$ cat src/rtl/instr_sequencer_pkg.sv
// ============================================================================
//  Module      : instr_sequencer_pkg
//  Description : Shared state encoding and opcode constants for the sequencer.
//  Revision    : 1.0 - initial release
// ============================================================================
`default_nettype none

package instr_sequencer_pkg;

    typedef enum logic [2:0] {
        S_IDLE    = 3'd0,
        S_FETCH   = 3'd1,
        S_WAIT_RD = 3'd2,
        S_ISSUE   = 3'd3,
        S_WAIT_LD = 3'd4,
        S_HALT    = 3'd5
    } state_t;

    localparam logic [5:0] C_ALU    = 6'h00;
    localparam logic [5:0] C_SHIFT  = 6'h01;
    localparam logic [5:0] C_MEM    = 6'h02;
    localparam logic [5:0] C_BRANCH = 6'h03;
    localparam logic [5:0] C_JUMP   = 6'h04;
    localparam logic [5:0] C_CMP    = 6'h05;
    localparam logic [5:0] C_IMM    = 6'h06;
    localparam logic [5:0] C_HALT   = 6'h3F;

    localparam logic [5:0] C_LOAD   = 6'h01;
    localparam logic [5:0] C_STORE  = 6'h02;

    // Everything between IMM and HALT is unassigned.
    function automatic logic is_illegal(input logic [5:0] op_type);
        return (op_type > C_IMM) && (op_type < C_HALT);
    endfunction

endpackage

`default_nettype wire

$ cat src/rtl/instr_sequencer.sv
// ============================================================================
//  Module      : instr_sequencer
//  Description : Fetch / issue sequencer with load wait and halt handling.
//                Define SEQ_ILLEGAL_TRAP_EN to halt on illegal opcode types.
//  Revision    : 1.0 - initial release
// ============================================================================
`default_nettype none

module instr_sequencer
    import instr_sequencer_pkg::*;
(
    input  logic        clk,
    input  logic        rst_n,
    input  logic        start,
    input  logic [15:0] start_pc,
    output logic        imem_req,
    output logic [15:0] imem_addr,
    input  logic        imem_ready,
    input  logic        imem_rvalid,
    input  logic [63:0] imem_rdata,
    output logic [63:0] instr_out,
    input  logic [5:0]  opcode_type,
    input  logic [5:0]  opcode,
    input  logic [15:0] mem_addr,
    input  logic        flag_set,
    output logic        issue_valid,
    input  logic        issue_ready,
    input  logic        ld_done,
    input  logic        cmp_result,
    output logic [15:0] pc,
    output logic        flag,
    output logic        busy,
    output logic        halted,
    output logic        illegal
);

    state_t      r_state;
    logic [15:0] r_pc;
    logic        r_flag;
    logic [63:0] r_instr;
    logic        r_imem_req;
    logic [15:0] r_imem_addr;
    logic        r_issue_valid;
    logic        r_busy;
    logic        r_halted;
    logic        r_illegal;

    logic [15:0] w_pc_inc;
    logic [15:0] w_next_pc;
    state_t      w_next_state;
    logic        w_trap;

    // Decode of the instruction being issued; only consumed in S_ISSUE.
    always_comb begin
        w_pc_inc     = r_pc + 16'd1;
        w_next_pc    = w_pc_inc;
        w_next_state = S_FETCH;
        w_trap       = 1'b0;
        case (opcode_type)
            C_BRANCH: w_next_pc = r_flag ? mem_addr : w_pc_inc;
            C_JUMP:   w_next_pc = mem_addr;
            C_MEM:    if (opcode == C_LOAD) w_next_state = S_WAIT_LD;
            C_HALT: begin
                w_next_pc    = r_pc;
                w_next_state = S_HALT;
            end
            default: begin
`ifdef SEQ_ILLEGAL_TRAP_EN
                if (is_illegal(opcode_type)) begin
                    w_next_pc    = r_pc;
                    w_next_state = S_HALT;
                    w_trap       = 1'b1;
                end
`endif
            end
        endcase
    end

    always_ff @(posedge clk) begin
        if (!rst_n) begin
            r_state       <= S_IDLE;
            r_pc          <= 16'h0000;
            r_flag        <= 1'b0;
            r_instr       <= 64'h0;
            r_imem_req    <= 1'b0;
            r_imem_addr   <= 16'h0000;
            r_issue_valid <= 1'b0;
            r_busy        <= 1'b0;
            r_halted      <= 1'b0;
            r_illegal     <= 1'b0;
        end else begin
            case (r_state)
                S_IDLE, S_HALT: begin
                    if (start) begin
                        r_pc        <= start_pc;
                        r_imem_addr <= start_pc;
                        r_imem_req  <= 1'b1;
                        r_busy      <= 1'b1;
                        r_halted    <= 1'b0;
                        r_illegal   <= 1'b0;
                        r_state     <= S_FETCH;
                    end
                end
                S_FETCH: begin
                    if (imem_ready) begin
                        r_imem_req <= 1'b0;
                        r_state    <= S_WAIT_RD;
                    end
                end
                S_WAIT_RD: begin
                    if (imem_rvalid) begin
                        r_instr       <= imem_rdata;
                        r_issue_valid <= 1'b1;
                        r_state       <= S_ISSUE;
                    end
                end
                S_ISSUE: begin
                    if (issue_ready) begin
                        r_issue_valid <= 1'b0;
                        r_pc          <= w_next_pc;
                        r_state       <= w_next_state;
                        if (flag_set) r_flag <= cmp_result;
                        case (w_next_state)
                            S_FETCH: begin
                                r_imem_req  <= 1'b1;
                                r_imem_addr <= w_next_pc;
                            end
                            S_HALT: begin
                                r_halted  <= 1'b1;
                                r_busy    <= 1'b0;
                                r_illegal <= w_trap;
                            end
                            default: ;
                        endcase
                    end
                end
                S_WAIT_LD: begin
                    if (ld_done) begin
                        r_imem_req  <= 1'b1;
                        r_imem_addr <= r_pc;
                        r_state     <= S_FETCH;
                    end
                end
                default: r_state <= S_IDLE;
            endcase
        end
    end

    assign pc          = r_pc;
    assign flag        = r_flag;
    assign instr_out   = r_instr;
    assign imem_req    = r_imem_req;
    assign imem_addr   = r_imem_addr;
    assign issue_valid = r_issue_valid;
    assign busy        = r_busy;
    assign halted      = r_halted;
    assign illegal     = r_illegal;

endmodule

`default_nettype wire
$ cat config.mk
export PLATFORM = sky130hd
export DESIGN_NAME = instr_sequencer
export DESIGN_NICKNAME = d
export VERILOG_FILES = /design/src/rtl/instr_sequencer_pkg.sv /design/src/rtl/instr_sequencer.sv
export SDC_FILE = /design/constraint.sdc
export NUM_CORES = 1
export LEC_CHECK = 0
export ABC_CLOCK_PERIOD_IN_PS = 2100
export BUFFER_PORTS_ARGS = -buffer_cell sky130_fd_sc_hd__clkbuf_2
export CAP_MARGIN = 20
export CORE_ASPECT_RATIO = 0.5
export CORE_MARGIN = 2
export CORE_UTILIZATION = 45
export DETAILED_ROUTE_END_ITERATION = 16
export GPL_TIMING_DRIVEN = 0
export PLACE_DENSITY = 0.77
export SLEW_MARGIN = 10
export SYNTH_ARGS = -nofsm -noshare
export SYNTH_HDL_FRONTEND = slang
export SYNTH_SLANG_ARGS = --single-unit
$ cat constraint.sdc
create_clock -name clk -period 2.1 [get_ports clk]
set_clock_uncertainty 0.15 [all_clocks]
set_input_delay 0 -clock clk [delete_from_list [all_inputs] [get_ports clk]]
set_output_delay 0 -clock clk [all_outputs]
set_load 0.01 [all_outputs]
==> run_results.csv, run 1 <==
group,metric,value,unit
critical_path,end_kind,"flop",
die,die_height,76.76,um
power_and_ir_drop,finalPower,0.005185,W
timing,whs,0.01052,ns
detailed_routing,drt-initial-drc-count,447,
yosys,yosys-top-cells-area,"dfxtp_1 (44%), nand2_1 (13%), a21oi_1 (8.9%)",
timing,finalSetupViolations,0,
die,dieArea,11480,um^2
die,io_pins,219,
layout,final_area,7466,um^2
global_routing,grt_pass1_wl,28240,um
placement,place_area,6026,um^2
layout,fin_util,72.86,%
layout,n_antenna_cell,0,
clocking,clock_sinks,104,
die,start_util,46.50,%
critical_path,crit_required,2.19,ns
timing,tightestPinTransition,0.5806,ns
timing,fmax,492.2,MHz
layout,finish.net_count,1070,
power_and_ir_drop,leakage,3.227,nW
layout,final_common_cell,"clkbuf_2",
critical_path,arrival,2.12,ns
clocking,htreeDepth,3,
clocking,cts_tree,"yes",
critical_path,crit_type,"reg2reg",
detailed_routing,wire_per_inst,16.46,um
die,die_width,149.5,um
yosys,synth_flop_cell,"dfxtp_1",
layout,n_fill_cell,813,
global_routing,grt_overflow,0,
die,rows,26,
critical_path,path_max_fanout,7,
layout,syn_to_final_growth,56.70,%
global_routing,antenna_found_initial,0,
clocking,clock_latency,0.35,ns
placement,gp_congestion,0.9234,
clocking,clockBufferDepth,2,
detailed_routing,viasPerCell,5.548,
yosys,netlist.area_leader.share,43.70,%
critical_path,start_kind,"flop",
yosys,ys_async_sr_fraction,0,%
timing,fin_crit_sh,96.74,%
layout,drive_gt1_share,30.93,%
yosys,synth_sequential_area_ratio,43.70,%
timing,slew_violations,0,
yosys,yosysWarnings,0,
yosys,yosys.area.top_type,"dfxtp_1",
yosys,synthDistinctLibCells,66,
critical_path,crit_family,"compound AO/OA/AOI/OAI gates",
yosys,syn_nets,742,
detailed_routing,firstDrtPassIters,5,
clocking,path_clk_slew,0.07,ns
clocking,cts-root-buf,"clkbuf_16",
status,status,"finished, final reports clean",
detailed_routing,drc,0,
global_routing,first_global_vias,5867,
critical_path,slowest_stage,"dfxtp_1",
yosys,netlist_area,4765,um^2
critical_path,cpPeakStageDelay,0.35,ns
layout,final_cell_mix,"clkbuf_2 (224), nand2_1 (164), dfxtp_1 (99), dlygate4sd3_1 (99), a21oi_1 (84)",
worst_hold_path,min_path_type,"in2reg",
timing,hold_viol_final,0,
detailed_routing,wirelength,18060,um
power_and_ir_drop,ir_worst_vdd,0.4675,mV
placement,dp_hpwl,11420,um
detailed_routing,vias,6086,
yosys,synth.avg_cell_area,7.636,um^2
power_and_ir_drop,p_per_area,694.5,nW/um^2
placement,port_buffers,217,
critical_path,critPathBufInv,2,
yosys,synth-edff-count,0,
detailed_routing,postRouteAntennaNets,0,
global_routing,grt.total_usage,30.41,%
clocking,numCtsBuffers,9,
global_routing,grt_max_degree,19,
yosys,ys_ff_latch,104,
critical_path,crit_chain,"clkbuf_1 -> inv_1 -> nor4_4 -> o21ai_1 -> a221oi_2 -> o211ai_1 -> o211a_1",
timing,max_slew_margin,61.29,%
job,cap_viol_max_count,0,
timing,period_needed,2.032,ns
die,coreArea,10250,um^2
yosys,synthesis.instances,624,
-- power breakdown --
part | total (W) | leakage [nW] | switching [W] | internal, W
clock | 0.00177 | 0.155 | 0.000794 | 0.000977
combinational | 0.00116 | 2.22 | 0.000636 | 0.000525
sequential | 0.00225 | 0.849 | 0.000130 | 0.00212
total | 0.00518 | 3.23 | 0.00156 | 0.00362
-- final timing paths --
check / from / endpoint / slack [ns] / depth (start not counted)
max reg2reg: pc[11] / imem_addr[12] / 0.07 / 7
min: mem_addr[9] / imem_addr[9] / 0.01 / 4
max: pc[11] / imem_addr[12] / 0.07 / 7
min reg2reg: instr_out[4] / instr_out[4] / 0.31 / 2
-- layer usage --
metal | wire [um] | GRT usage [%] | part of all wire [%]
met3 | 1610 | 7.083 | 8.9
met2 | 8819 | 53.76 | 49
met4 | 607 | 13.71 | 3.4
met1 | 7023 | 35.00 | 39
met5 | 0 | 0 | 0
-- worst reg2reg max path: stages (launching register included) --
cell      delay, ns
dfxtp_1        0.35
clkbuf_1       0.28
inv_1          0.12
nor4_4         0.30
o21ai_1        0.11
a221oi_2       0.32
o211ai_1       0.14
o211a_1        0.15
-- kinds of logic (layout without fill, tap and decap cells) --
family | Yosys count | after routing | synth area share [%]
flip-flops | 104 | 104 | 43.70
other | 1 | 1 | 0.07871
AND/OR/NAND/NOR | 262 | 262 | 24.79
multiplexers | 2 | 2 | 0.4202
buffers and inverters | 55 | 388 | 5.488
XOR/XNOR | 5 | 5 | 0.9193
AO/OA/AOI/OAI | 194 | 194 | 24.34
adder cells (fa/ha/maj) | 1 | 1 | 0.2626
-- area by class of cell --
class | count | area (um^2) | area share [%]
flip-flops and latches | 104 | 2093 | 28.04
well taps | 140 | 175.2 | 2.346
repair buffers | 318 | 2092 | 28.02
inverters | 6 | 22.52 | 0.3017
clock buffers | 10 | 239.0 | 3.201
plain buffers | 48 | 257.7 | 3.452
multi-input cells | 465 | 2510 | 33.62
clock inverters | 6 | 76.32 | 1.022
-- stage by stage --
step,cells,worst slack [ns],setup TNS [ns]
floorplan,624,0.1297,0
global placement,981,-0.1229,-1.271
detailed placement,981,-0.1606,-2.222
CTS,1095,-0.005659,-0.005659
global route,1097,-0.003147,-0.005898
finish,1097,0.06844,0
-- Yosys cell counts, types with 3 or more instances --
master / number
buf_2: 15
a21oi_1: 85
inv_1: 4
a211oi_1: 5
nor2_1: 32
nand3_2: 3
nor4_1: 5
o21ai_1: 20
o211ai_1: 6
o22ai_1: 7
a31oi_1: 19
dfxtp_1: 104
buf_1: 3
nand2_1: 165
buf_4: 5
nor3_1: 8
or2_0: 3
a22oi_1: 15
nand3_1: 14
o21ai_0: 16
xnor2_1: 3
clkbuf_1: 24
nand4_1: 7
and3_1: 3
-- what timing repair did --
item | CTS | global route
hold endpoints to repair | 100 | 0
endpoints found under the setup margin | 49 | 65
hold buffers | 99 | 0
setup buffers | 0 | 2
pin swaps | 0 | 4
gates resized for setup | 8 | 33
-- sequential cells by signal, indices dropped and copies added, names as in the netlist --
signal       cells
flag             1
instr_out       64
pc              16
imem_addr       16
halted           1
imem_req         1
busy             1
r_state          3
issue_valid      1
No activity file was read; power rests on OpenSTA's default activity.
==> run 2, diff against run 1 <==
CAP_MARGIN = default   (was 20)
CORE_UTILIZATION = 25   (was 45)
PLACE_DENSITY = default   (was 0.77)
==> run 2 against run 1 <==
Against the previous run:
- cell area rose by 2.0%
- clock power fell by 6%
- count of clock-buffer cells in the layout fell by 1
- sequential power barely moved
==> run_results.csv, run 2 (same netlist as run 1, synthesis figures left out) <==
group,metric,value,unit
detailed_routing,drt-initial-drc-count,245,
die,start_util,25.72,%
power_and_ir_drop,switchingPower,0.001512,W
detailed_routing,firstDrtPassIters,5,
timing,max_slew_margin,54.71,%
timing,tightestPinTransition,0.6794,ns
clocking,path_clk_slew,0.07,ns
critical_path,slowest_stage,"dlygate4sd3_1",
power_and_ir_drop,p_seq_share,44.5,%
clocking,clockBufferDepth,2,
die,rows,35,
worst_hold_path,min_path_type,"in2reg",
power_and_ir_drop,swShare,29.69,%
layout,finish.net_count,1070,
layout,n_antenna_cell,0,
die,die_height,101.6,um
clocking,cts_tree,"yes",
die,coreArea,18520,um^2
clocking,clock_latency,0.34,ns
detailed_routing,postRouteAntennaNets,0,
critical_path,crit_chain,"dlygate4sd3_1 -> clkbuf_2 -> clkinv_1 -> clkbuf_1 -> a211oi_1 -> dlygate4sd3_1",
critical_path,critPathBufInv,5,
layout,final_cell_mix,"clkbuf_2 (224), nand2_1 (164), dlygate4sd3_1 (98), dfxtp_1 (94), a21oi_1 (85)",
global_routing,first_global_vias,5607,
critical_path,crit_family,"buffers and inverters",
global_routing,grt_pass1_wl,28320,um
power_and_ir_drop,p_clk_share,32.5,%
power_and_ir_drop,p_per_area,668.7,nW/um^2
power_and_ir_drop,ir_worst_vdd,0.4045,mV
timing,fmax,495.0,MHz
layout,fin_util,41.11,%
placement,dp_hpwl,13160,um
global_routing,grt_util_met1,21.13,%
layout,drive_gt1_share,31.59,%
timing,rsz0062_at_grt,"yes",
detailed_routing,vias,5844,
layout,n_fill_cell,1877,
critical_path,crit_required,2.17,ns
job,cap_viol_max_count,0,
power_and_ir_drop,leakage,3.221,nW
global_routing,use_met2,31.33,%
detailed_routing,drc,0,
status,status,"finished, final reports clean",
global_routing,grt_overflow,0,
die,die_width,199.2,um
layout,multi_input_area,2531,um^2
power_and_ir_drop,finalPower,0.005093,W
detailed_routing,wirelength,18670,um
layout,syn_to_final_growth,59.85,%
critical_path,path_max_fanout,10,
critical_path,crit_type,"in2reg",
clocking,numCtsBuffers,9,
layout,regArea,2100,um^2
clocking,cts-root-buf,"clkbuf_16",
global_routing,antenna_found_initial,0,
global_routing,grt_busiest_layer,"met2",
global_routing,met3_usage,3.830,%
timing,hold_viol_final,0,
critical_path,arrival,2.09,ns
critical_path,cpPeakStageDelay,0.59,ns
timing,finalSetupViolations,0,
die,io_pins,219,
layout,instances_no_fill,1215,
placement,port_buffers,217,
power_and_ir_drop,p_comb_share,23.0,%
placement,dp.cells,1100,
timing,setup_slack,0.07964,ns
timing,slew_violations,0,
layout,largest_register_ffs,64,
detailed_routing,wire_per_inst,15.37,um
timing,fin_crit_sh,96.21,%
timing,period_needed,2.020,ns
clocking,htreeDepth,3,
die,dieArea,20250,um^2
global_routing,grt_max_degree,17,
timing,tns,0,ns
placement,pre_cts_ws,-0.2401,ns
critical_path,end_kind,"flop",
placement,gp_congestion,0.9110,
power_and_ir_drop,intPower,0.003581,W
critical_path,start_kind,"primary input",
global_routing,grt.total_usage,17.75,%
critical_path,crit_top_cell,"dlygate4sd3_1",
layout,final_common_cell,"clkbuf_2",
detailed_routing,viasPerCell,4.810,
clocking,clock_sinks,104,
run 2: cell count changes in the layout (fill, tap and decap cells not counted), sizes merged:
cell | previous run | this run
buf | 21 | 24
clkbuf | 256 | 253
clkinv | 4 | 5
clkinvlp | 0 | 1
dlygate4sd3 | 99 | 98
inv | 7 | 5
run 2: path summary, 6_finish.rpt:
| path | start | endpoint | slack, ns | depth (start not counted) |
|---|---|---|---|---|
| hold reg to reg | instr_out[6] | instr_out[6] | 0.30 | 2 |
| hold / removal | start | r_state[2] | 0.04 | 4 |
| setup / recovery | rst_n | r_state[1] | 0.08 | 6 |
| setup reg to reg | pc[8] | imem_addr[12] | 0.09 | 7 |
run 2: layer usage:
layer  vias up  part of all wire [%]  routed length, um
met3        41                   5.5               1026
met1      2724                    43               7944
met4         0                   2.8                524
met5         -                     0                  0
met2       216                    49               9174
li1       2863                     -                  -
run 2: through the flow:
step | hold slack, ns | instance area [um^2]
final | 0.03547 | 7616
after CTS | 0.02201 | 7456
after detailed placement | 0.08022 | 6175
after global placement | 0.07346 | 6175
after global routing | 0.04901 | 7616
after floorplan | -0.01402 | 4765
run 2: power groups by stage:
stage / logic (W) / clock network (W) / registers, W
final: 0.00117 / 0.00166 / 0.00227
after CTS: 0.00113 / 0.00171 / 0.00225
after detailed placement: 0.000978 / 0 / 0.00229
after floorplan: 0.000483 / 0 / 0.00233
after global routing: 0.00128 / 0.00179 / 0.00228
after global placement: 0.000973 / 0 / 0.00228
run 2: what timing repair did:
action	4_1_cts	5_1_grt
pin swaps	0	5
buffers inserted	0	4
gates resized for setup	8	41
hold buffers	98	0
setup endpoints to repair	62	73
hold endpoints to repair	100	0
run 2: tightest hold or removal path: cells and delay by family:
kind	cells	cell delay, ns
AOI/OAI and AO/OA	1	0.19
muxes	1	0.10
buffers and inverters	1	0.13
and+or+nand+nor	1	0.05
run 2: area by class of cell:
class                      instances  share of cell area [%]
buffer                            47                   3.351
clock buffer                       9                   2.957
clock inverter                     6                  0.8050
inverter                           6                  0.2957
multi-input combinational        465                   33.23
sequential                       104                   27.57
tap                              259                   4.255
timing repair buffer             319                   27.53
==> run 3, diff against run 2 <==
CORE_ASPECT_RATIO = default   (was 0.5)
CORE_UTILIZATION = 47   (was 25)
PLACE_DENSITY = 0.8   (was default)
==> run 3 against run 2 <==
Against the previous run:
- utilization increased by 34 points
- via count increased by 7.8%
- worst hold slack got worse by 0.013 ns
- clock power decreased by 20%
- non-clock buffer count increased by 2
- critical path type is now reg2reg
- register-to-register slack got worse by 0.07 ns
- final cell count decreased by 10%
- sequential cell count unchanged
==> run_results.csv, run 3 (same netlist as run 1, synthesis figures left out) <==
group,metric,value,unit
status,status,"finished, final reports clean",
timing,rsz0062_at_grt,"yes",
detailed_routing,postRouteAntennaNets,0,
power_and_ir_drop,intPower,0.003259,W
detailed_routing,met2WireLength,9270,um
global_routing,grt.total_usage,34.20,%
clocking,cts_tree,"yes",
power_and_ir_drop,p_seq_share,47.4,%
power_and_ir_drop,ir_worst_vdd,0.4572,mV
critical_path,path_max_fanout,10,
global_routing,antenna_found_initial,0,
placement,dp_hpwl,12290,um
timing,fmax,480.0,MHz
placement,port_buffers,217,
global_routing,grt_max_degree,18,
critical_path,r2r_end,"imem_addr[4]",
layout,final_common_cell,"clkbuf_2",
detailed_routing,firstDrtPassIters,6,
detailed_routing,vias,6299,
clocking,numCtsBuffers,9,
critical_path,reg2reg_depth,8,
global_routing,grt_overflow,0,
timing,tightestPinTransition,0.5938,ns
power_and_ir_drop,switchingPower,0.001528,W
clocking,clock_sinks,104,
die,dieArea,10960,um^2
critical_path,crit_required,2.23,ns
global_routing,first_global_vias,6251,
detailed_routing,dr_wl_met3,1838,um
timing,finalSetupViolations,0,
critical_path,end_kind,"flop",
timing,max_slew_margin,60.41,%
die,coreArea,9819,um^2
timing,period_needed,2.083,ns
die,rows,36,
detailed_routing,drt-initial-drc-count,536,
detailed_routing,wirelength,19540,um
detailed_routing,top_layer,"met4",
clocking,path_clk_slew,0.10,ns
job,cap_viol_max_count,0,
worst_hold_path,min_path_type,"in2reg",
detailed_routing,wl_met1,7318,um
detailed_routing,wire_per_inst,17.90,um
power_and_ir_drop,p_comb_share,24.9,%
die,start_util,48.52,%
timing,fin_crit_sh,99.20,%
power_and_ir_drop,leakage,3.191,nW
timing,hold_viol_final,0,
clocking,htreeDepth,3,
critical_path,crit_start,"r_state[0]",
power_and_ir_drop,p_clk_share,27.7,%
critical_path,crit_end,"imem_addr[4]",
clocking,clockBufferDepth,2,
clocking,cts-root-buf,"clkbuf_8",
layout,largest_register_ffs,64,
timing,slew_violations,0,
layout,n_fill_cell,727,
power_and_ir_drop,p_per_area,645.8,nW/um^2
placement,gp_congestion,0.9603,
die,io_pins,219,
global_routing,grt_pass1_wl,30370,um
critical_path,rr_startpoint,"r_state[0]",
layout,n_antenna_cell,0,
layout,finish.net_count,1072,
detailed_routing,drc,0,
layout,drive_gt1_share,31.91,%
detailed_routing,viasPerCell,5.768,
critical_path,regToRegSetupSlack,0.02,ns
critical_path,crit_type,"reg2reg",
layout,instances_no_fill,1092,
critical_path,start_kind,"flop",
layout,final_cell_mix,"clkbuf_2 (224), nand2_1 (164), dlygate4sd3_1 (100), dfxtp_1 (94), a21oi_1 (84)",
die,die_width,104.7,um
layout,syn_to_final_growth,55.57,%
critical_path,arrival,2.21,ns
placement,dp.cells,974,
power_and_ir_drop,swShare,31.92,%
clocking,clock_latency,0.38,ns
die,die_height,104.7,um
power_and_ir_drop,finalPower,0.004786,W
run 3: cell count changes in the layout (fill, tap and decap cells not counted), sizes merged:
cell | previous run | this run
inv | 5 | 7
clkinv | 5 | 2
dlygate4sd3 | 98 | 100
clkbuf | 253 | 259
buf | 24 | 20
run 3: per-layer routing:
layer | up-vias | global-route usage (%)
met2 | 415 | 57.80
met1 | 2917 | 39.23
met4 | 0 | 20.29
met3 | 105 | 8.172
met5 | - | 0
li1 | 2862 | -
run 3: metrics by stage:
step	util [%]	instance area, um^2	hold WS [ns]	TNS [ns]	setup slack [ns]
2_1_floorplan	-	4765	-0.01402	0	0.1297
3_3_place_gp	61.28	6017	0.07308	-0.5039	-0.06996
3_5_place_dp	61.28	6017	0.08103	-1.216	-0.1617
4_1_cts	73.73	7239	0.007329	-0.02403	-0.02403
5_1_grt	75.48	7412	0.01147	-0.06499	-0.04653
6_report	75.48	7412	0.02252	0	0.01679
run 3: repair_timing:
item / in CTS / in global routing
buffers inserted: 0 / 4
setup endpoints to repair: 18 / 92
endpoints found under the hold margin: 100 / 0
pin swaps: 0 / 6
resized for setup: 6 / 52
hold buffers: 100 / 0
run 3: how the worst min path moves through the flow:
stage	cells after the start	end	startpoint	slack [ns]
2_1_floorplan	2	instr_out[0]	imem_rdata[0]	-0.01
3_3_place_gp	3	instr_out[57]	imem_rdata[57]	0.07
3_5_place_dp	3	instr_out[56]	imem_rdata[56]	0.08
4_1_cts	5	pc[7]	mem_addr[7]	0.007
5_1_grt	5	pc[7]	mem_addr[7]	0.01
6_report	5	pc[7]	mem_addr[7]	0.02
run 3: area by class of cell:
type	count	area (um^2)	share of cell area (%)
Multi-Input combinational cell	465	2530	34.13
Timing Repair Buffer	321	2117	28.56
Sequential cell	104	2110	28.46
Buffer	47	262.8	3.545
Tap cell	133	166.4	2.245
Clock buffer	11	141.4	1.908
Clock inverter	5	62.56	0.8440
Inverter	6	22.52	0.3038
run 3: worst max-delay path, cell delays in order, from the launching register on:
cell      delay [ns]
dfxtp_1         0.31
buf_4           0.17
mux2i_2         0.17
a21oi_2         0.18
o22ai_2         0.15
nor2_4          0.22
clkbuf_4        0.28
o21ai_1         0.10
a31oi_1         0.26
run 3: power groups by stage:
stage	Sequential (W)	Combinational [W]	Clock, W
after floorplan	0.00233	0.000483	0
after global placement	0.00228	0.000933	0
after detailed placement	0.00229	0.000962	0
after CTS	0.00224	0.00112	0.00133
after global routing	0.00229	0.00127	0.00141
final	0.00227	0.00119	0.00132
